===== config.mk =====
export PLATFORM = sky130hd
export DESIGN_NAME = arbiter_merge_n
export DESIGN_NICKNAME = d
export VERILOG_FILES = /design/src/rtl/arb_merge_pkg.sv /design/src/rtl/rr_arbiter.sv /design/src/rtl/arbiter_merge_n.sv
export SDC_FILE = /design/constraint.sdc
export NUM_CORES = 1
export LEC_CHECK = 0
export CAP_MARGIN = 20
export CORE_MARGIN = 2
export CORE_UTILIZATION = 39
export CTS_CLUSTER_DIAMETER = 80
export DETAILED_ROUTE_END_ITERATION = 8
export PLACE_DENSITY = 0.86
export SYNTH_ARGS = -nofsm -noshare
export SYNTH_HDL_FRONTEND = slang
export SYNTH_SLANG_ARGS = --single-unit

===== constraint.sdc =====
create_clock -name clk -period 4.88 [get_ports clk]
set_clock_uncertainty 0.2 [all_clocks]
set_input_delay 0.732 -clock clk [delete_from_list [all_inputs] [get_ports clk]]
set_output_delay 0.732 -clock clk [all_outputs]
set_load 0.03 [all_outputs]

===== src/rtl/arb_merge_pkg.sv =====
// Shared types, defaults and the round-robin pick helper for arbiter_merge_n.
package arb_merge_pkg;

   localparam int ARB_MERGE_WIDTH  = 33;
   localparam int ARB_MERGE_NUM_IN = 4;
   localparam int RR_MAX_N         = 16;

   typedef enum logic {ARB, LOCK} arb_state_t;

   typedef struct packed {
      logic       valid;
      logic [3:0] idx;
   } rr_pick_t;

   // First set bit of req at or after ptr, searching upward with wrap.
   // Unused upper request bits must be zero, so the 16-wide wrap behaves
   // exactly like a wrap at the real port count.
   function automatic rr_pick_t rr_pick(input logic [RR_MAX_N-1:0] req,
                                        input logic [3:0]          ptr);
      rr_pick_t   res;
      logic [3:0] cand;
      res = '0;
      for (int k = 0; k < RR_MAX_N; k++) begin
         cand = ptr + 4'(k);
         if (!res.valid && req[cand]) begin
            res.valid = 1'b1;
            res.idx   = cand;
         end
      end
      return res;
   endfunction

endpackage


===== src/rtl/rr_arbiter.sv =====
// Purely combinational round-robin arbiter built on arb_merge_pkg::rr_pick.
module rr_arbiter
   import arb_merge_pkg::*;
#(
   parameter int N = 4,
   localparam int IDXW = (N > 1) ? $clog2(N) : 1
) (
   input  logic [N-1:0]    req,
   input  logic [IDXW-1:0] ptr,
   output logic            grant_valid,
   output logic [IDXW-1:0] grant_idx
);

   logic [RR_MAX_N-1:0] req_ext;
   rr_pick_t            pick;

   // Widen the request vector and select the winner.
   always_comb begin
      req_ext        = '0;
      req_ext[N-1:0] = req;
      pick           = rr_pick(req_ext, 4'(ptr));
      grant_valid    = pick.valid;
      grant_idx      = pick.idx[IDXW-1:0];
   end

endmodule


===== src/rtl/arbiter_merge_n.sv =====
// N-to-1 round-robin flit merger with a single registered output stage.
// Optional packet lock (whole packet from one source) when the macro
// ARB_MERGE_PKT_LOCK_EN is defined; otherwise every flit is arbitrated alone.
module arbiter_merge_n
   import arb_merge_pkg::*;
#(
   parameter int NUM_IN = ARB_MERGE_NUM_IN,
   parameter int WIDTH  = ARB_MERGE_WIDTH,
   localparam int SRC_W = $clog2(NUM_IN)
) (
   input  logic                    clk,
   input  logic                    reset,
   input  logic [NUM_IN-1:0]       in_valid,
   output logic [NUM_IN-1:0]       in_ready,
   input  logic [NUM_IN*WIDTH-1:0] in_data,
   input  logic [NUM_IN-1:0]       in_last,
   output logic                    out_valid,
   input  logic                    out_ready,
   output logic [WIDTH-1:0]        out_data,
   output logic                    out_last,
   output logic [SRC_W-1:0]        out_src
);

   logic              stage_free;
   logic              grant_valid;
   logic [SRC_W-1:0]  grant_idx;
   logic              xfer;
   logic              ptr_advance;
   logic [NUM_IN-1:0] req;
   logic [SRC_W-1:0]  ptr_inc;
   logic [SRC_W-1:0]  prio_ptr_q, prio_ptr_d;
   logic              out_valid_q, out_valid_d;
   logic [WIDTH-1:0]  out_data_q, out_data_d;
   logic              out_last_q, out_last_d;
   logic [SRC_W-1:0]  out_src_q, out_src_d;
   logic [WIDTH-1:0]  data_arr [NUM_IN];

   genvar gi;
   generate
      for (gi = 0; gi < NUM_IN; gi++) begin : g_port
         assign data_arr[gi] = in_data[gi*WIDTH +: WIDTH];
         assign in_ready[gi] = !reset && xfer && (grant_idx == SRC_W'(gi));
      end
   endgenerate

   rr_arbiter #(.N(NUM_IN)) u_rr (
      .req         (req),
      .ptr         (prio_ptr_q),
      .grant_valid (grant_valid),
      .grant_idx   (grant_idx)
   );

   assign stage_free = !out_valid_q || out_ready;
   assign xfer       = stage_free && grant_valid;
   assign ptr_inc    = (grant_idx == SRC_W'(NUM_IN - 1)) ? '0 : grant_idx + SRC_W'(1);

`ifdef ARB_MERGE_PKT_LOCK_EN
   arb_state_t       state_q, state_d;
   logic [SRC_W-1:0] lock_src_q, lock_src_d;

   // State register: current mode and the source holding the lock.
   always_ff @(posedge clk or posedge reset) begin
      if (reset) begin
         state_q    <= ARB;
         lock_src_q <= '0;
      end else begin
         state_q    <= state_d;
         lock_src_q <= lock_src_d;
      end
   end

   // Next state: lock on a non-final flit, release on the final one.
   always_comb begin
      state_d    = state_q;
      lock_src_d = lock_src_q;
      case (state_q)
         ARB: if (xfer && !in_last[grant_idx]) begin
            state_d    = LOCK;
            lock_src_d = grant_idx;
         end
         LOCK: if (xfer && in_last[grant_idx]) state_d = ARB;
         default: state_d = ARB;
      endcase
   end

   // Outputs: mask requests to the locked source; rotate only at packet end.
   always_comb begin
      req         = in_valid;
      ptr_advance = xfer && in_last[grant_idx];
      if (state_q == LOCK) req = in_valid & (NUM_IN'(1) << lock_src_q);
   end
`else
   // Every flit competes on its own; in_last is only forwarded.
   always_comb begin
      req         = in_valid;
      ptr_advance = xfer;
   end
`endif

   // Next value of the priority pointer and the output stage.
   always_comb begin
      prio_ptr_d  = ptr_advance ? ptr_inc : prio_ptr_q;
      out_valid_d = out_valid_q;
      out_data_d  = out_data_q;
      out_last_d  = out_last_q;
      out_src_d   = out_src_q;
      if (xfer) begin
         out_valid_d = 1'b1;
         out_data_d  = data_arr[grant_idx];
         out_last_d  = in_last[grant_idx];
         out_src_d   = grant_idx;
      end else if (out_ready) begin
         out_valid_d = 1'b0;
      end
   end

   // Registers; reset discards any flit held in the output stage.
   always_ff @(posedge clk or posedge reset) begin
      if (reset) begin
         prio_ptr_q  <= '0;
         out_valid_q <= 1'b0;
         out_data_q  <= '0;
         out_last_q  <= 1'b0;
         out_src_q   <= '0;
      end else begin
         prio_ptr_q  <= prio_ptr_d;
         out_valid_q <= out_valid_d;
         out_data_q  <= out_data_d;
         out_last_q  <= out_last_d;
         out_src_q   <= out_src_d;
      end
   end

   assign out_valid = out_valid_q;
   assign out_data  = out_data_q;
   assign out_last  = out_last_q;
   assign out_src   = out_src_q;

endmodule

==> results by group, run 1 <==
Yosys
  • Syn nets: 410
  • Gate count after technology mapping: 265
  • Post-synth EDFFs: 0
  • Synth Register Bits: 39
  • Synth top area cells: dfrtp_1 (35%), mux2i_1 (25%), o221ai_1 (11%)
  • Predominant post-synthesis flop cell: dfrtp_1
  • Register area share after synthesis: 0.3499
  • FFs w/ async S/R, synth: 1.000
  • Synth top area share: 0.3499
  • Cell Area, Synth: 2789 sq um
  • Yosys cell types: 37
  • YS warnings: 0
  • Yosys top cell by area: dfrtp_1
  • Mean Syn Cell Area: 10.52 sq um

Setup path
  • RR Endpoint: out_data[14]$_DFFE_PP0P_
  • Cells on worst reg2reg path: 10
  • Setup CP Type: primary input to primary output
  • Critical Path, Cell by Cell: clkdlybuf4s50_1 > mux4_2 > a21o_1 > a2111oi_2 > a41o_4 > nor4b_1 > clkdlybuf4s50_1
  • Crit start category: primary input
  • CP top delay family: buffers and inverters
  • Required @ worst endpoint: 3.95 ns
  • Critical path's slowest cell: clkdlybuf4s50_1
  • Worst Path Max Fanout: 13
  • Critical path buffers and inverters: 2
  • Worst Setup End Kind: primary output
  • CP dominant cell by count: clkdlybuf4s50_1
  • R2R setup slack: 0.72 ns
  • CP Data Arrival Time: 3.74 ns
  • Reg2Reg Launch Point: prio_ptr_q[0]$_DFFE_PP0P_
  • CP peak stage delay: 0.73 ns

Clock network
  • CTS H-tree depth: 2
  • CTS Sinks: 39
  • Clk Latency, worst-skew pair: 0.29 ns
  • Inserted Clock Buffers: 5
  • CTS Hold Buffers Added: 0
  • Longest Clk Path Bufs: 2
  • Clk pin slew, worst setup/hold paths: 0.08 ns
  • Root Buffer: clkbuf_8
  • TritonCTS clock tree: done

Die
  • Die ar.: 7844 sq um
  • Core Area: 6869 sq um
  • Std cell rows: 30
  • DIE HEIGHT: 88.57 um
  • Die Wd: 88.57 um
  • # IOs: 184
  • Initial Util: 0.4060

Hold path
  • Worst hold-check path type: flip-flop to flip-flop
  • Worst hold stages: 2
  • Hold EP: out_src[1]$_DFFE_PP0P_
  • HP Start: out_src[1]$_DFFE_PP0P_

Finish
  • N_diodes: 0
  • Commonest non-fill, non-tap cell in the layout: clkdlybuf4s50_1
  • Commonest cells after routing, fill and taps aside: clkdlybuf4s50_1 (183), mux2i_1 (69), nand2_1 (42), dfrtp_1 (38), o221ai_1 (34)
  • Final Util: 0.6823
  • P&R area growth vs syn: 68.06%
  • Final net count: 580
  • Layout cells sized above 1: 0.05963

STA
  • Max transition margin: 0.4958
  • Fin crit share: 0.9571
  • Fin crit period: 4.671 ns
  • Final worst slack: 0.2095 ns
  • RSZ-0062 raised after global routing: no
  • Worst-Margin Slew: 0.7517 ns
  • Hold Vio Cnt, Final: 0
  • Max Slew Vio Count: 0
  • Setup_tns: 0 ns
  • FMAX: 214.1 MHz
  • Final setup fails: 0

Power and ir drop
  • Max VDD drop: 0.2986 mV
  • Switch share: 0.4633
  • Logic gate share of total power: 0.708
  • Pwr per Cell Area: 596.2 nW/um^2
  • Sequential Power Share: 0.214
  • NetSw: 1.295 mW
  • Power, Total: 2.795 mW
  • Clk pwr share: 0.078
  • Leakage power: 1.926 nW
  • Internal power: 1.500 mW

Route
  • Detailed-route DRC error count: 0
  • Wirelength, routed: 8.896 mm
  • DR WL/cell: 16.72 um
  • First drt pass iteration count: 4
  • Via Count: 2818
  • Post-route ant nets: 0
  • Vias per inst: 5.297
  • Detailed Route Iter0 Violations: 155

Placed design
  • IO buf count: 183
  • Gpl congestion: 0.8903
  • Post-DP HPWL: 6.930 mm
  • Pre-CTS setup slack: 0.2114 ns

Status
  • Status: finished, final reports clean

GRT
  • Total gr overflow: 0
  • Pin count of the biggest net entering global routing: 44
  • GRT Util Overall: 0.2232
  • Global-route wire length before repair: 13.54 mm
  • Vias in the first global route: 2829
  • Initial antenna violation count: 0

Job
  • Total of max-cap violations: 0
-- stage by stage --
stage,instances,hold WS (ns),instance area (sq um)
after floorplan,265,0.4339,2789
after global placement,524,0.2605,4601
after detailed placement,524,0.2674,4601
after CTS,532,0.2878,4686
after global routing,532,0.3130,4687
final,532,0.2853,4687
-- metal layers --
metal	GRT usage	vias up	share of wire
li1	-	1346	-
met1	0.2624	1339	0.39
met2	0.3985	121	0.54
met3	0.06063	12	0.058
met4	0.06474	0	0.012
met5	0	-	0
-- final cells by class --
class	count	area [sq um]
fill	522	2182
timing repair buffer	190	1897
multi-input combinational	194	1589
sequential	39	977.2
tap	96	120.1
clock buffer	6	72.57
inverter	5	18.77
clock inverter	2	12.51
-- worst reg2reg max path: cells and delay by family, from the launching register on --
family	cells	cell delay [ns]
muxes	2	0.70
DFF	1	0.54
buffers and inverters	3	1.16
adders and majority gates	1	0.45
AOI/OAI and AO/OA	4	0.95
-- logic make-up (layout without fill, tap and decap cells) --
family | Yosys count | after routing | synth area share
multiplexers | 77 | 77 | 0.2921
adder cells (fa/ha/maj) | 2 | 2 | 0.008971
buffers and inverters | 32 | 203 | 0.08659
AO/OA/AOI/OAI | 47 | 47 | 0.1480
AND/OR/NAND/NOR | 67 | 67 | 0.1113
flip-flops | 39 | 39 | 0.3499
XOR/XNOR | 1 | 1 | 0.003141
-- synth_stat cells (4+ instances only) --
master / number
nand2_1: 42
buf_2: 10
clkbuf_1: 9
nor4_1: 4
inv_1: 5
mux2i_1: 69
buf_12: 6
nor2_1: 4
o221ai_1: 34
dfrtp_1: 39
mux2_2: 4
-- power groups by stage --
stage / clock network [mW] / logic (mW) / registers [mW]
after floorplan: 0 / 1.23 / 0.862
after global placement: 0 / 1.94 / 0.592
after detailed placement: 0 / 1.98 / 0.601
after CTS: 0.222 / 1.99 / 0.598
after global routing: 0.233 / 2.12 / 0.617
final: 0.217 / 1.98 / 0.598
-- registers in the layout, indices dropped and copies added, names as in the netlist --
| register | flops |
|---|---|
| prio_ptr_q | 2 |
| out_src | 2 |
| out_last | 1 |
| out_data | 33 |
| out_valid | 1 |
-- how the worst max path moves through the flow --
stage | to | depth (start not counted) | startpoint | slack (ns)
5_1_grt | in_ready[2] | 7 | in_valid[2] | 0.08
3_3_place_gp | in_ready[2] | 8 | in_valid[3] | 0.38
6_report | in_ready[2] | 7 | in_valid[2] | 0.21
2_1_floorplan | in_ready[0] | 10 | prio_ptr_q[0]$_DFFE_PP0P_ | 0.46
3_5_place_dp | in_ready[2] | 7 | in_valid[2] | 0.21
4_1_cts | in_ready[2] | 8 | prio_ptr_q[0]$_DFFE_PP0P_ | 0.16
-- timing repair --
| item | in CTS | in global routing |
|---|---|---|
| endpoints found under the setup margin | 0 | 1 |
| setup buffers | 0 | 0 |
| resized for setup | 0 | 1 |
(Power assumes the default switching activity.)
==> run 2: changes to the inputs <==
--- a/config.mk
+++ b/config.mk
@@ -7,10 +7,10 @@
 export LEC_CHECK = 0
 export CAP_MARGIN = 20
 export CORE_MARGIN = 2
-export CORE_UTILIZATION = 39
+export CORE_UTILIZATION = 37
 export CTS_CLUSTER_DIAMETER = 80
 export DETAILED_ROUTE_END_ITERATION = 8
-export PLACE_DENSITY = 0.86
+export PLACE_DENSITY = 0.82
 export SYNTH_ARGS = -nofsm -noshare
 export SYNTH_HDL_FRONTEND = slang
 export SYNTH_SLANG_ARGS = --single-unit
==> constraint.sdc (replaced) <==
create_clock -name clk -period 4.72 [get_ports clk]
set_clock_uncertainty 0.2 [all_clocks]
set_input_delay 0.708 -clock clk [delete_from_list [all_inputs] [get_ports clk]]
set_output_delay 0.708 -clock clk [all_outputs]
set_load 0.03 [all_outputs]
==> run 2 against run 1 <==
Critical path type unchanged. First-iteration DRC count fell by 58%. Utilization fell by 3.6 points. Power rose by 4.9%. Largest cell class unchanged. Count of clock-buffer cells in the layout did not move. Design area rose by 0.56%. Hold slack got worse by 0.0037 ns. Global-route usage fell by 1.4 points.
==> results by group, run 2 (same netlist as run 1, synthesis figures left out) <==
Clock network
  • Longest Clk Path Bufs: 2 (unchanged)
  • Clk Latency, worst-skew pair: 0.28 ns (about the same)
  • TritonCTS clock tree: done
  • Root Buffer: clkbuf_8
  • CTS Sinks: 39 (unchanged)
  • Inserted Clock Buffers: 5 (unchanged)
  • CTS H-tree depth: 2 (unchanged)
  • CTS Hold Buffers Added: 0 (unchanged)
  • Clk pin slew, worst setup/hold paths: 0.07 ns (about the same)

Die
  • Core Area: 7292 sq um (+6.2%)
  • Initial Util: 0.3825 (-0.02355)
  • # IOs: 184 (unchanged)
  • Die Wd: 90.82 um (+2.5%)
  • Std cell rows: 31 (+3.3%)
  • Die ar.: 8248 sq um (+5.2%)
  • DIE HEIGHT: 90.82 um (+2.5%)

Placed design
  • Gpl congestion: 0.9817 (+10%)
  • Post-DP HPWL: 6.714 mm (-3.1%)
  • Placed cells: 528 (+0.76%)
  • IO buf count: 183 (unchanged)

Finish
  • Number of flip-flops in the largest register: 33 (unchanged)
  • Commonest non-fill, non-tap cell in the layout: clkdlybuf4s50_1
  • Final net count: 581 (+0.17%)
  • Layout cells sized above 1: 0.06865 (+0.009017)
  • Fin cells: 536 (+0.75%)
  • N_diodes: 0 (unchanged)
  • Commonest cells after routing, fill and taps aside: clkdlybuf4s50_1 (181), mux2i_1 (69), nand2_1 (42), dfrtp_1 (38), o221ai_1 (34)
  • P&R area growth vs syn: 69.00%

STA
  • Fin crit share: 0.9608
  • RSZ-0062 raised after global routing: no
  • Fin crit period: 4.535 ns
  • Hold Vio Cnt, Final: 0 (unchanged)
  • Worst-Margin Slew: 0.7482 ns (-0.003530 ns)
  • Max transition margin: 0.5012 (+0.005451)
  • Final setup fails: 0 (unchanged)
  • Max Slew Vio Count: 0 (unchanged)
  • FMAX: 220.5 MHz
  • Setup_tns: 0 ns (unchanged)

Hold path
  • Worst hold-check path type: flip-flop to flip-flop
  • Hold EP: out_src[1]$_DFFE_PP0P_
  • HP Start: out_src[1]$_DFFE_PP0P_
  • Worst hold stages: 2 (unchanged)

GRT
  • GRT Util Overall: 0.2091 (-0.01406)
  • Vias in the first global route: 2866 (+1.3%)
  • Total gr overflow: 0 (unchanged)
  • Global-route wire length before repair: 14.02 mm (+3.6%)
  • Initial antenna violation count: 0 (unchanged)
  • Pin count of the biggest net entering global routing: 48 (+9.1%)

Route
  • First drt pass iteration count: 4 (unchanged)
  • DR WL/cell: 16.17 um (-3.3%)
  • Detailed Route Iter0 Violations: 65 (-58%)
  • Wirelength, routed: 8.669 mm (-2.6%)
  • Via Count: 2786 (-1.1%)
  • Detailed-route DRC error count: 0 (unchanged)
  • Post-route ant nets: 0 (unchanged)
  • Vias per inst: 5.198 (-1.9%)

Setup path
  • Required @ worst endpoint: 3.81 ns (-0.14 ns)
  • R2R setup slack: 1.06 ns (+0.34 ns)
  • Reg2Reg Launch Point: prio_ptr_q[0]$_DFFE_PP0P_
  • Setup CP Type: primary input to primary output
  • RR Endpoint: out_data[32]$_DFFE_PP0P_
  • Cells on worst reg2reg path: 9 (-1)
  • Crit start category: primary input
  • Worst Setup End Kind: primary output
  • CP Data Arrival Time: 3.63 ns (-0.11 ns)
  • Worst Path Max Fanout: 12 (-1)

Status
  • Status: finished, final reports clean

Power and ir drop
  • Max VDD drop: 0.4788 mV (+60%)
  • Pwr per Cell Area: 621.7 nW/um^2 (+4.3%)
  • Leakage power: 1.949 nW (+1.2%)

Job
  • Total of max-cap violations: 0 (unchanged)
run 2: how the worst max path moves through the flow:
stage | from | depth (start not counted) | slack (ns) | end
floorplan | prio_ptr_q[0]$_DFFE_PP0P_ | 10 | 0.32 | in_ready[0]
global placement | in_valid[3] | 8 | 0.32 | in_ready[3]
detailed placement | in_valid[3] | 8 | 0.21 | in_ready[3]
CTS | prio_ptr_q[0]$_DFFE_PP0P_ | 9 | 0.13 | in_ready[2]
global route | in_valid[3] | 8 | 0.02 | in_ready[3]
finish | in_valid[3] | 8 | 0.19 | in_ready[3]
run 2: area by class of cell:
type / instances / area [sq um]
inverters: 5 / 18.77
fillers: 614 / 2579
well taps: 99 / 123.9
multi-input cells: 194 / 1589
flip-flops and latches: 39 / 977.2
clock inverters: 2 / 35.03
repair buffers: 191 / 1887
clock buffers: 6 / 82.58
run 2: what timing repair did:
| item | in CTS | in global routing |
|---|---|---|
| setup endpoints to repair | 0 | 3 |
| setup buffers | 0 | 0 |
| resized for setup | 0 | 1 |
run 2: metal layers:
metal  track usage  share of wire
met5             0              0
met1        0.2475           0.40
met4       0.05556          0.018
met2        0.3750           0.52
met3       0.05426          0.067
run 2: worst max-delay path, cell delays in order:
cell             delay, ns
clkdlybuf4s50_1       0.61
mux4_2                0.57
a311oi_1              0.28
nand3_1               0.17
a31oi_4               0.27
inv_1                 0.08
nor4_1                0.22
clkdlybuf4s50_1       0.71
run 2: report_power, final:
part,internal (mW),switching (mW),total [mW]
Clock,0.171,0.117,0.288
Sequential,0.502,0.114,0.616
Combinational,0.933,1.09,2.03
run 2: metrics by stage:
step	hold WS, ns	setup WS [ns]	power [mW]	util	area [sq um]
finish	0.2816	0.1851	2.930	0.6464	4713
CTS	0.2859	0.1336	2.955	0.6462	4712
global route	0.3162	0.02458	3.119	0.6464	4713
global placement	0.2627	0.3160	2.615	0.6301	4594
floorplan	0.4339	0.3230	2.160	-	2789
detailed placement	0.2669	0.2101	2.658	0.6301	4594
